[src/rtl/multiplier_seq_pkg.sv]
// Shared constants and state encoding for the sequential multiplier.
// The hazard unit imports the same state names to decide when MFHI/MFLO must stall.
//   MUL_WIDTH  : default operand width (product is twice this)
//   MUL_CNT_W  : default iteration-counter width (2**MUL_CNT_W > MUL_WIDTH)
//   mul_state_t: IDLE (accepting), RUN (one shift-add per cycle), FIX (sign restore)
package multiplier_seq_pkg;

  localparam int MUL_WIDTH = 32;
  localparam int MUL_CNT_W = 6;

  typedef enum logic [1:0] {
    MUL_IDLE = 2'd0,
    MUL_RUN  = 2'd1,
    MUL_FIX  = 2'd2
  } mul_state_t;

endpackage

[src/rtl/multiplier_seq_if.sv]
// Request/response bundle between the EX stage and the sequential multiplier.
//   start     : one-cycle request, sampled by the multiplier only while it is idle
//   is_signed : 1 = MULT, 0 = MULTU (sampled with start)
//   dataA     : multiplicand (sampled with start)
//   dataB     : multiplier   (sampled with start)
//   busy      : high from the accept edge through the FIX cycle
//   done      : one-cycle pulse, dataOut valid in that cycle
//   dataOut   : {HI, LO}, held until the next completion
// Handshake: a request is taken on a rising edge where start=1 and busy=0;
// start with busy=1 is dropped (no queuing). Each accepted request produces
// exactly one done pulse, unless reset aborts it.
interface multiplier_seq_if
  import multiplier_seq_pkg::*;
#(
  parameter int WIDTH = MUL_WIDTH
) ();

  logic               start;
  logic               is_signed;
  logic [WIDTH-1:0]   dataA;
  logic [WIDTH-1:0]   dataB;
  logic               busy;
  logic               done;
  logic [2*WIDTH-1:0] dataOut;

  modport master (
    output start, is_signed, dataA, dataB,
    input  busy, done, dataOut
  );

  modport slave (
    input  start, is_signed, dataA, dataB,
    output busy, done, dataOut
  );

endinterface

[src/rtl/multiplier_seq.sv]
// Iterative shift-add multiplier (MULT/MULTU) producing {HI, LO}.
// Operands are reduced to magnitudes at accept time, multiplied unsigned over
// WIDTH cycles, and the sign is restored in a final FIX cycle. Latency is fixed
// at WIDTH+2 edges from the accept edge to the end of the done cycle.
// Ports:
//   clk     : rising-edge clock
//   reset   : synchronous, active-high; aborts any operation in flight
//   bus     : multiplier_seq_if.slave (start/is_signed/dataA/dataB in,
//             busy/done/dataOut out)
//   o_state : current FSM state, for observation only
module multiplier_seq
  import multiplier_seq_pkg::*;
#(
  parameter int WIDTH = MUL_WIDTH,
  parameter int CNT_W = MUL_CNT_W
) (
  input  logic             clk,
  input  logic             reset,
  multiplier_seq_if.slave  bus,
  output mul_state_t       o_state
);

  // Two's-complement magnitude. 0x80..0 maps to itself, which is the correct
  // unsigned value 2**(WIDTH-1), so no extra bit is needed.
  function automatic logic [WIDTH-1:0] abs_val(input logic [WIDTH-1:0] v);
    return v[WIDTH-1] ? ((~v) + WIDTH'(1)) : v;
  endfunction

  mul_state_t           r_state;
  mul_state_t           w_state_next;
  logic [WIDTH:0]       r_acc;      // upper half of P plus carry bit
  logic [WIDTH-1:0]     r_mplier;   // lower half of P, consumed LSB first
  logic [WIDTH-1:0]     r_mcand;
  logic                 r_neg;
  logic [CNT_W-1:0]     r_count;
  logic                 r_done;
  logic [2*WIDTH-1:0]   r_data_out;

  logic [WIDTH:0]       w_addend;
  logic [WIDTH:0]       w_sum;
  logic [2*WIDTH-1:0]   w_prod;
  logic [2*WIDTH-1:0]   w_prod_fix;

  // Next-state logic
  always_comb begin
    w_state_next = r_state;
    case (r_state)
      MUL_IDLE: if (bus.start) w_state_next = MUL_RUN;
      MUL_RUN:  if (r_count == CNT_W'(WIDTH - 1)) w_state_next = MUL_FIX;
      MUL_FIX:  w_state_next = MUL_IDLE;
      default:  w_state_next = MUL_IDLE;
    endcase
  end

  // Datapath: the add is WIDTH+1 bits wide so the carry survives into the
  // shift. r_acc[WIDTH] is always 0 after a shift, so the sum cannot overflow.
  always_comb begin
    w_addend   = r_mplier[0] ? {1'b0, r_mcand} : '0;
    w_sum      = r_acc + w_addend;
    w_prod     = {r_acc[WIDTH-1:0], r_mplier};
    // Negating zero yields zero, so a zero product never picks up a sign.
    w_prod_fix = r_neg ? ((~w_prod) + (2*WIDTH)'(1)) : w_prod;
  end

  always_ff @(posedge clk) begin
    if (reset) begin
      r_state    <= MUL_IDLE;
      r_acc      <= '0;
      r_mplier   <= '0;
      r_mcand    <= '0;
      r_neg      <= 1'b0;
      r_count    <= '0;
      r_done     <= 1'b0;
      r_data_out <= '0;
    end else begin
      r_state <= w_state_next;
      r_done  <= 1'b0;
      case (r_state)
        MUL_IDLE: begin
          if (bus.start) begin
            r_mcand  <= bus.is_signed ? abs_val(bus.dataA) : bus.dataA;
            r_mplier <= bus.is_signed ? abs_val(bus.dataB) : bus.dataB;
            r_neg    <= bus.is_signed & (bus.dataA[WIDTH-1] ^ bus.dataB[WIDTH-1]);
            r_acc    <= '0;
            r_count  <= '0;
          end
        end
        MUL_RUN: begin
          r_acc    <= {1'b0, w_sum[WIDTH:1]};
          r_mplier <= {w_sum[0], r_mplier[WIDTH-1:1]};
          r_count  <= r_count + CNT_W'(1);
        end
        MUL_FIX: begin
          r_data_out <= w_prod_fix;
          r_done     <= 1'b1;
        end
        default: ;
      endcase
    end
  end

  assign bus.busy    = (r_state != MUL_IDLE);
  assign bus.done    = r_done;
  assign bus.dataOut = r_data_out;
  assign o_state     = r_state;

endmodule

[src/flat_wrapper.sv]
// flat-port wrapper written by rule: the top's interface ports become plain ports
module multiplier_seq_flat import multiplier_seq_pkg::*;
#(
  parameter int WIDTH = MUL_WIDTH,
  parameter int CNT_W = MUL_CNT_W
)
  (clk, reset, o_state, bus_start, bus_is_signed, bus_dataA, bus_dataB, bus_busy, bus_done, bus_dataOut);
  multiplier_seq_if #(.WIDTH(WIDTH)) bus_i ();
  input  logic clk;
  input  logic reset;
  output mul_state_t o_state;
  input wire logic [$bits(bus_i.start)-1:0] bus_start;
  input wire logic [$bits(bus_i.is_signed)-1:0] bus_is_signed;
  input wire logic [$bits(bus_i.dataA)-1:0] bus_dataA;
  input wire logic [$bits(bus_i.dataB)-1:0] bus_dataB;
  output wire logic [$bits(bus_i.busy)-1:0] bus_busy;
  output wire logic [$bits(bus_i.done)-1:0] bus_done;
  output wire logic [$bits(bus_i.dataOut)-1:0] bus_dataOut;
  assign bus_i.start = bus_start;
  assign bus_i.is_signed = bus_is_signed;
  assign bus_i.dataA = bus_dataA;
  assign bus_i.dataB = bus_dataB;
  assign bus_busy = bus_i.busy;
  assign bus_done = bus_i.done;
  assign bus_dataOut = bus_i.dataOut;
  multiplier_seq #(.WIDTH(WIDTH), .CNT_W(CNT_W)) u_core (.clk(clk), .reset(reset), .bus(bus_i), .o_state(o_state));
endmodule
[config.mk]
export PLATFORM = sky130hd
export DESIGN_NAME = multiplier_seq_flat
export DESIGN_NICKNAME = d
export VERILOG_FILES = /design/src/rtl/multiplier_seq_pkg.sv /design/src/rtl/multiplier_seq_if.sv /design/src/rtl/multiplier_seq.sv /design/src/flat_wrapper.sv
export SDC_FILE = /design/constraint.sdc
export NUM_CORES = 1
export LEC_CHECK = 0
export BUFFER_PORTS_ARGS = -buffer_cell sky130_fd_sc_hd__buf_2
export CORE_ASPECT_RATIO = 0.75
export CORE_MARGIN = 4
export CORE_UTILIZATION = 30
export CTS_CLUSTER_DIAMETER = 40
export DETAILED_ROUTE_END_ITERATION = 12
export MAX_ROUTING_LAYER = met4
export SYNTH_ARGS = -nofsm -noshare
export SYNTH_HDL_FRONTEND = slang
export SYNTH_SLANG_ARGS = --single-unit
[constraint.sdc]
create_clock -name clk -period 4.1 [get_ports clk]
set_input_delay 0.205 -clock clk [delete_from_list [all_inputs] [get_ports clk]]
set_output_delay 0.205 -clock clk [all_outputs]
set_load 0.005 [all_outputs]
==> results of run 1 <==
final timing paths:
kind	to	slack [ps]	cells past startpoint
hold reg to reg	u_core.bus.dataOut[61]	450	2
setup / recovery	u_core.r_acc[21]	900	10
setup reg to reg	u_core.r_acc[21]	900	10
hold / removal	u_core.r_mcand[0]	80	3
layout make-up:
class / count / area, um2 / area share [%]
inverters: 21 / 78.8 / 0.641
well taps: 457 / 572 / 4.65
clock buffers: 19 / 443 / 3.60
repair buffers: 151 / 798 / 6.49
multi-input cells: 1086 / 6800 / 55.3
diodes: 4 / 10.0 / 0.0814
clock inverters: 13 / 190 / 1.55
flip-flops and latches: 170 / 3400 / 27.7
worst max-delay path: cells and delay by family (launching register included):
family | cells | cell delay (ps)
AOI/OAI and AO/OA | 5 | 1500
adders and majority gates | 1 | 430
and+or+nand+nor | 2 | 360
DFF | 1 | 330
buffers and inverters | 1 | 330
xor gates and xnor gates | 1 | 180
per-layer routing:
layer  GRT usage (%)  vias up
met4            2.93        0
met2            21.5      302
met3            3.77       21
met5               -        -
li1                -     5059
met1            29.0     4684
power by group through the flow:
stage | Sequential (mW) | Clock (mW) | Combinational, mW
after floorplan | 1.79 | 0 | 0.431
after global placement | 1.83 | 0 | 0.598
after detailed placement | 1.84 | 0 | 0.604
after CTS | 1.80 | 1.80 | 0.607
after global routing | 1.81 | 1.86 | 0.677
final | 1.80 | 1.77 | 0.612
cells by family after synthesis:
family	after synthesis
adders and majority gates	37
and+or+nand+nor	503
buffers and inverters	105
xor gates and xnor gates	141
DFF	170
muxes	5
AOI/OAI and AO/OA	400
registers in the layout, indices dropped and copies added (netlist names):
name                cells
u_core.bus.dataOut     64
u_core.bus.done         1
u_core.o_state          2
u_core.r_acc           32
u_core.r_count          6
u_core.r_mcand         32
u_core.r_mplier        32
u_core.r_neg            1
synthesized netlist by cell type (all sizes together) (13+ instances only):
cell type	instances	share of area [%]
a211oi	51	3.6
a21o	13	0.92
a21oi	106	5.0
a22oi	28	2.0
a31oi	15	0.89
and2	37	2.2
clkbuf	72	2.6
dfxtp	170	32
ha	36	4.3
inv	21	0.74
nand2	159	5.6
nand2b	17	1.0
nand3	31	1.5
nand4	16	1.0
nor2	130	4.6
nor3	22	1.1
nor4	17	1.3
o21ai	111	5.2
o31ai	26	1.9
o41ai	13	1.4
or3	19	1.2
or4	18	1.4
xnor2	51	4.2
xor2	90	7.4
==> impl_metrics.json, run 1 <==
{
  "postLayoutSetupSlackWorst_ps": 900,
  "timing.rr.start": "u_core.r_mplier[0]",
  "grt_pass1_vias": 9090,
  "critical_path_class": "register to register",
  "cp_slowest_cell": "o31ai_1",
  "antenna_found_initial": 4,
  "cts_inserted_buffers": 17,
  "num-nets-final": 1552,
  "p_comb_share_pct": 14.6,
  "power_frac_clock_pct": 42.2,
  "p_total_mw": 4.18,
  "dp_hpwl_um": 26600,
  "grt_start_max_net_pins": 88,
  "synth-seq-cells": 170,
  "timing.hold.worst.start": "bus_dataA[0]",
  "drtIter0Drc": 925,
  "post_synth_instance_area_mm2": 0.0106,
  "yosys_warnings": 0,
  "critPathCaptureType": "register",
  "fraction_of_the_mapped_netlist_area_in_simple_logic_gates_pct": 23.6,
  "clock_skew_ps": 18.8,
  "crit_path_max_incr_delay_ps": 600,
  "post-route-min-period_ps": 3200,
  "core_region_area_mm2": 0.0348,
  "adder_and_majority_gate_portion_of_the_synthesized_area_pct": 4.44,
  "wl_met2_um": 12600,
  "die_w_um": 225,
  "wl_met3_um": 2430,
  "syn2layout_area_growth_pct": 16.1,
  "synth_cell_types": 71,
  "finalNonFillerCells": 1921,
  "grt.total_usage_pct": 17.7,
  "tritoncts_clock_tree": "yes",
  "drt_pass1_iterations": 5,
  "routed_wirelength_um": 34300,
  "cts.repair_timing.setup_buffer_count": 0,
  "int_power_mw": 2.98,
  "postSynthCellCount": 1361,
  "max_cap_viol_count": 0,
  "post_synth_xor_area_fraction_pct": 11.7,
  "run_status": "completed",
  "layout-drive-gt1-share_pct": 15.3,
  "tns_ps": 0,
  "die-area_mm2": 0.0384,
  "min-delay-path-class": "primary input to register",
  "crit_required_ps": 4470,
  "hold_violations": 0,
  "clk_root_buffer_cell": "clkbuf_16",
  "timing.slew.headroom_pct": 36.5,
  "met1_wirelength_um": 19000,
  "vias": 10066,
  "gp_routability_congestion": 0.911,
  "first_pass_grt_wire_length_um": 52900,
  "layout.cells.most_common": "dfxtp_1",
  "startpoint_type": "register",
  "setup.worst_path.start": "u_core.r_mplier[0]",
  "synth_compound_area_share_pct": 23.7,
  "detail_route.drc_violations": 0,
  "synth_sequential_area_ratio_pct": 32.1,
  "tightestPinTransition_ps": 951,
  "count_of_boundary_i_o_pins": 136,
  "route.antenna.remaining_nets": 0,
  "syn_area_per_cell_um2": 7.78,
  "post_route_cell_area_mm2": 0.0123,
  "vias_per_cell": 5.24,
  "cts_repair_resize_count": 0,
  "muxShareOfSynthArea_pct": 0.496,
  "number_of_synthesized_flops_with_an_enable_pin": 0,
  "pre_cts_slack_ps": 942,
  "place.detailed.instances": 1885,
  "layout_common_cells": "dfxtp_1, nand2_1, buf_2, nor2_1, o21ai_0",
  "synth.net_count": 1466,
  "initial_utilization_pct": 30.5,
  "hold_buffers": 0,
  "fmaxAchievable_ghz": 0.312,
  "num-fill-cells": 3683,
  "cp_cell_sequence": "buf_4 > nand2_1 > fa_1 > nand2b_1 > a21oi_1 > o21ai_0 > o31ai_1 > a31oi_1 > xor2_1 > o21ai_0",
  "placement_rows": 59,
  "drv_slew": 0,
  "worst_hold_slack_ps": 84.5,
  "net-switching-power_mw": 1.20,
  "worst_ir_drop_vdd_mv": 0.278,
  "finalSetupViolations": 0,
  "power.share.sequential_pct": 43.1,
  "grt_overflow": 0,
  "tritoncts_num_sinks": 170,
  "post_drt_wl_per_cell_um": 17.8,
  "finish.utilization_pct": 35.4,
  "place.port_buffers": 135,
  "clock_path_buffers": 2,
  "synth-async-reset-ratio_pct": 0,
  "synth_top_family_by_area": "compound AO/OA/AOI/OAI gates",
  "clk_pin_slew_worst_paths_ps": 80,
  "topRoutingLayerUsed": "met4",
  "cpMostUsedCell": "o21ai_0",
  "crit_fanout": 37,
  "floorplan.die.height_um": 171,
  "timing.critical_path.arrival_ps": 3570,
  "htreeDepth": 4,
  "power_per_cell_area_mw_per_mm2": 340,
  "placedInstanceArea_mm2": 0.0116,
  "leakage_nw": 4.84,
  "rsz0062_at_grt": "false",
  "synth_flop_cell": "dfxtp_1",
  "netSwitchingFraction_pct": 28.7,
  "clock_latency_late_sink_ps": 440,
  "finalCritPeriodShare_pct": 78.1
}
No activity file was read; power rests on OpenSTA's default activity.
==> run 2: changes to the inputs <==
==> constraint.sdc (replaced) <==
create_clock -name clk -period 2.64 [get_ports clk]
set_input_delay 0.132 -clock clk [delete_from_list [all_inputs] [get_ports clk]]
set_output_delay 0.132 -clock clk [all_outputs]
set_load 0.005 [all_outputs]
==> run 2 against run 1 <==
Flip-flop and latch count unchanged. Largest cell class unchanged. Global-route usage is 0.71 points higher. Routed wire length up 3.6%. Sequential share of layout area is 2.6 points lower. Critical path depth shrank 3. Die area did not move. Core utilization rose by 3.7 points. Count of clock-buffer cells in the layout grew 1. Cell area rose by 10%. Critical endpoint is now u_core.bus.dataOut[63]. Power grew 54%.
==> impl_metrics.json, run 2 (synthesis results as in run 1) <==
{
  "run_status": "completed",
  "layout-drive-gt1-share_pct": 25.0,
  "initial_utilization_pct": 30.5,
  "leakage_nw": 5.65,
  "timing.critical_path.arrival_ps": 2950,
  "power_per_cell_area_mw_per_mm2": 475,
  "post_route_cell_area_mm2": 0.0136,
  "cts.repair_timing.setup_buffer_count": 0,
  "clock_path_buffers": 2,
  "gp_routability_congestion": 0.945,
  "critical_path_class": "register to register",
  "grt.total_usage_pct": 18.4,
  "htreeDepth": 4,
  "antenna_found_initial": 1,
  "rsz0062_at_grt": "true",
  "timing.reg2reg.worst_path_depth": 7,
  "fmaxAchievable_ghz": 0.383,
  "count_of_boundary_i_o_pins": 136,
  "register_area_mm2": 0.00341,
  "die-area_mm2": 0.0384,
  "grt_overflow": 0,
  "clk_root_buffer_cell": "clkbuf_16",
  "multi_input_comb_area_mm2": 0.00699,
  "tritoncts_clock_tree": "yes",
  "worst_ir_drop_vdd_mv": 0.343,
  "clk_pin_slew_worst_paths_ps": 60,
  "finalSetupViolations": 0,
  "tightestPinTransition_ps": 664,
  "route.antenna.remaining_nets": 0,
  "num-fill-cells": 3600,
  "pre_cts_slack_ps": -42.6,
  "place.detailed.instances": 2029,
  "hold_violations": 0,
  "min_path_cells": 3,
  "tns_ps": 0,
  "postLayoutSetupSlackWorst_ps": 29.4,
  "max_cap_viol_count": 0,
  "routed_wirelength_um": 35500,
  "grt_start_max_net_pins": 90,
  "dp_hpwl_um": 28400,
  "crit_fanout": 4,
  "post_drt_wl_per_cell_um": 17.2,
  "syn2layout_area_growth_pct": 28.0,
  "placement_rows": 59,
  "grt_pass1_vias": 9486,
  "floorplan.die.height_um": 171,
  "timing.hold.worst.start": "bus_dataA[23]",
  "die_w_um": 225,
  "core_region_area_mm2": 0.0348,
  "layout_common_cells": "dfxtp_1, buf_4, nand2_1, buf_2, nor2_1",
  "tritoncts_num_sinks": 170,
  "vias_per_cell": 5.13,
  "detail_route.drc_violations": 0,
  "layout.cells.most_common": "dfxtp_1",
  "finalNonFillerCells": 2065,
  "post-route-min-period_ps": 2610,
  "critPathCaptureType": "register",
  "startpoint_type": "register",
  "drtIter0Drc": 830,
  "drv_slew": 0,
  "clock_skew_ps": 11.3,
  "placedInstanceArea_mm2": 0.0128,
  "min-delay-path-class": "primary input to register",
  "crit_required_ps": 2980,
  "finalCritPeriodShare_pct": 98.9,
  "place.port_buffers": 135,
  "num-nets-final": 1699,
  "timing.rr.start": "u_core.r_mplier[2]",
  "clock_latency_late_sink_ps": 430,
  "worst_hold_slack_ps": 20.2,
  "cts_inserted_buffers": 17,
  "drt_pass1_iterations": 5,
  "vias": 10584,
  "first_pass_grt_wire_length_um": 54700,
  "setup.worst_path.start": "u_core.r_mplier[2]",
  "timing.slew.headroom_pct": 55.6,
  "largest_register_ffs": 64
}
==> run 2: repair_timing <==
item	CTS	global route
gates resized for setup	6	34
hold buffers	3	0
pin swaps	1	3
endpoints found under the hold margin	3	0
setup endpoints to repair	6	28
==> run 2: routing by layer <==
metal | up-vias | wire length (um) | GRT usage [%]
met1 | 4851 | 20000 | 31.0
met4 | 0 | 323 | 3.17
met5 | - | 0 | -
met3 | 21 | 2580 | 3.19
met2 | 350 | 12600 | 21.8
li1 | 5362 | - | -
==> run 2: layout make-up <==
cell class | count | area share [%]
tap | 457 | 4.22
inverter | 21 | 0.581
multi-input combinational | 1086 | 51.5
antenna | 1 | 0.0185
timing repair buffer | 298 | 14.2
clock buffer | 20 | 3.29
clock inverter | 12 | 1.03
sequential | 170 | 25.1
==> run 2: worst paths after layout <==
kind	to	slack, ps
hold / removal	u_core.r_mcand[23]	20
setup / recovery	u_core.bus.dataOut[63]	30
hold reg to reg	u_core.bus.dataOut[57]	450
setup reg to reg	u_core.bus.dataOut[63]	30
==> run 2: power by group <==
| group | total [mW] | internal (mW) | leakage, nW | switching (mW) |
|---|---|---|---|---|
| clock | 2.54 | 1.43 | 0.283 | 1.10 |
| combinational | 1.18 | 0.478 | 3.98 | 0.698 |
| sequential | 2.74 | 2.66 | 1.38 | 0.0799 |
| total | 6.45 | 4.57 | 5.65 | 1.88 |
==> run 2: stage by stage <==
| stage | power (mW) | util (%) |
|---|---|---|
| after global placement | 3.90 | 36.7 |
| after CTS | 6.47 | 38.6 |
| after floorplan | 3.45 | - |
| final | 6.45 | 39.0 |
| after detailed placement | 3.92 | 36.7 |
| after global routing | 6.72 | 39.0 |
==> run 2: critical path, cell delays in order (launching register included) <==
cell      delay, ps
dfxtp_1         310
or4_4           580
nor4_4          250
nand3b_4        150
or4_4           490
nor4_2          270
mux2_2          360
o32ai_1         110
==> run 3: changes to the inputs <==
--- a/config.mk
+++ b/config.mk
@@ -5,6 +5,7 @@
 export SDC_FILE = /design/constraint.sdc
 export NUM_CORES = 1
 export LEC_CHECK = 0
+export ABC_AREA = 1
 export BUFFER_PORTS_ARGS = -buffer_cell sky130_fd_sc_hd__buf_2
 export CORE_ASPECT_RATIO = 0.75
 export CORE_MARGIN = 4
==> run 3 against run 2 <==
Cell area grew 9.6%. First-iteration DRC count grew 51%. Highest routed layer unchanged. Power increased by 5.2%. Combinational power is 20% higher.
==> impl_metrics.json, run 3 <==
{
  "run_status": "completed",
  "startpoint_type": "register",
  "timing.critical_path.arrival_ps": 2740,
  "count_of_boundary_i_o_pins": 136,
  "number_of_synthesized_flops_with_an_enable_pin": 0,
  "timing.slew.headroom_pct": 40.7,
  "post-route-min-period_ps": 2400,
  "syn_area_per_cell_um2": 5.85,
  "htreeDepth": 4,
  "grt_pass1_vias": 12700,
  "worst_hold_slack_ps": 25.3,
  "routed_wirelength_um": 47000,
  "share_of_the_synthesized_area_in_the_top_cell_type_pct": 26.6,
  "gp_routability_congestion": 0.962,
  "fmaxAchievable_ghz": 0.416,
  "worst_ir_drop_vdd_mv": 0.459,
  "detail_route.drc_violations": 0,
  "core_region_area_mm2": 0.0421,
  "rsz0062_at_grt": "false",
  "min-delay-path-class": "primary input to register",
  "grt_start_max_net_pins": 84,
  "finalSetupViolations": 0,
  "power.share.sequential_pct": 41.0,
  "synth-seq-cells": 170,
  "cell_types_occupying_the_most_area_after_synthesis": "dfxtp_1, nand2_1, inv_1",
  "tightestPinTransition_ps": 888,
  "grt_util_met3_pct": 3.21,
  "hold_buffers": 14,
  "synth_flop_cell": "dfxtp_1",
  "synth_cell_types": 48,
  "dp_hpwl_um": 37500,
  "drtIter0Drc": 1250,
  "multi_input_comb_area_mm2": 0.00788,
  "crit_fanout": 32,
  "post_synth_instance_area_mm2": 0.0128,
  "grt.met1_usage_pct": 33.3,
  "cts_repair_resize_count": 0,
  "p_comb_share_pct": 21.0,
  "placement_rows": 65,
  "hold_violations": 0,
  "yosys_warnings": 0,
  "clock_path_buffers": 2,
  "globalRouteMet2Util_pct": 26.9,
  "crit_required_ps": 2980,
  "power_per_cell_area_mw_per_mm2": 456,
  "synth.top_cells.by_count": "nand2_1, inv_1, nor2_1",
  "power_frac_clock_pct": 38.1,
  "layout-drive-gt1-share_pct": 10.8,
  "initial_utilization_pct": 30.4,
  "die-area_mm2": 0.0461,
  "num-nets-final": 2418,
  "finish.utilization_pct": 35.3,
  "synth_area_leader_cell": "dfxtp_1",
  "synth_sequential_area_ratio_pct": 26.6,
  "layout.cells.most_common": "nand2_1",
  "die_w_um": 247,
  "first_pass_grt_wire_length_um": 73000,
  "netSwitchingFraction_pct": 35.2,
  "place.detailed.instances": 2849,
  "clk_pin_slew_worst_paths_ps": 80,
  "tns_ps": 0,
  "register_area_mm2": 0.00340,
  "postSynthCellCount": 2190,
  "clock_skew_ps": 13.7,
  "syn2layout_area_growth_pct": 16.1,
  "synth.net_count": 2295,
  "tritoncts_num_sinks": 170,
  "net-switching-power_mw": 2.39,
  "grt_overflow": 0,
  "critPathCaptureType": "register",
  "finalCritPeriodShare_pct": 91.0,
  "drv_slew": 0,
  "floorplan.die.height_um": 187,
  "grt.total_usage_pct": 20.6,
  "antenna_found_initial": 1,
  "num-fill-cells": 4716,
  "tritoncts_clock_tree": "yes",
  "max_cap_viol_count": 0,
  "post_drt_wl_per_cell_um": 16.2,
  "place.port_buffers": 135,
  "cts.repair_timing.setup_buffer_count": 0,
  "drt_pass1_iterations": 5,
  "cts_inserted_buffers": 17,
  "finalNonFillerCells": 2897,
  "grt-busiest-layer": "met1",
  "vias": 14183,
  "clk_root_buffer_cell": "clkbuf_16",
  "int_power_mw": 4.40,
  "synth-async-reset-ratio_pct": 0,
  "vias_per_cell": 4.90,
  "leakage_nw": 7.61,
  "largest_register_ffs": 64,
  "critical_path_class": "register to register",
  "yosysMostFrequentCell": "nand2_1",
  "clock_latency_late_sink_ps": 460,
  "layout_common_cells": "nand2_1, inv_1, nor2_1, nand3_1, dfxtp_1",
  "route.antenna.remaining_nets": 0
}
==> run 3: metrics by stage <==
step / worst slack, ps / cell area, um2 / power [mW]
6_report: 237 / 14900 / 6.78
5_1_grt: 79.2 / 14900 / 7.10
4_1_cts: 324 / 14900 / 6.82
3_5_place_dp: 323 / 14100 / 4.22
3_3_place_gp: 353 / 14100 / 4.21
2_1_floorplan: 367 / 12800 / 3.76
==> run 3: path summary, 6_finish.rpt <==
kind,start,endpoint,slack [ps],cells past startpoint
worst max register to register,u_core.r_mplier[0],u_core.r_acc[22],240,15
worst min register to register,u_core.r_count[5],u_core.r_count[5],480,1
worst min-delay path,bus_dataA[22],u_core.r_mcand[22],30,5
worst max-delay path,u_core.r_mplier[0],u_core.r_acc[22],240,15
==> run 3: power groups by stage <==
stage	combinational [mW]	clock (mW)	sequential, mW
2_1_floorplan	0.976	0	2.78
3_3_place_gp	1.38	0	2.83
3_5_place_dp	1.39	0	2.83
4_1_cts	1.41	2.63	2.77
5_1_grt	1.58	2.72	2.79
6_report	1.42	2.58	2.78
==> run 3: layout make-up <==
type / instances / share of cell area [%]
inverters: 315 / 7.95
multi-input cells: 1631 / 53.0
repair buffers: 178 / 7.39
clock buffers: 18 / 2.95
diodes: 2 / 0.0337
clock inverters: 14 / 0.985
well taps: 569 / 4.79
flip-flops and latches: 170 / 22.9
==> run 3: critical path, stage by stage (launching register included) <==
cell and delay, ps:
dfxtp_1 350, buf_12 180, nand2_1 70, inv_1 40, ha_1 390, nand2_1 150, nor2_1 170, nand3_1 100
nand2_1 110, nand2_1 70, nand2_1 260, nand2_1 140, nand2_1 80, nand2_1 40, nand3_1 70, a21oi_1 70
==> run 3: cells by family (layout without fill, tap and decap cells) <==
group / count (synthesis) / count (layout) / synth area share (%)
and+or+nand+nor: 1201 / 1201 / 39.5
buffers and inverters: 389 / 525 / 12.0
adders and majority gates: 37 / 37 / 3.67
AOI/OAI and AO/OA: 349 / 349 / 15.3
xor gates and xnor gates: 44 / 44 / 3.01
other: 0 / 2 / 0
DFF: 170 / 170 / 26.6
==> run 3: per-layer routing <==
metal | wire, um | share of wire (%)
met5 | 0 | 0
met3 | 3840 | 8.2
met1 | 24900 | 53
met4 | 265 | 0.56
met2 | 18000 | 38
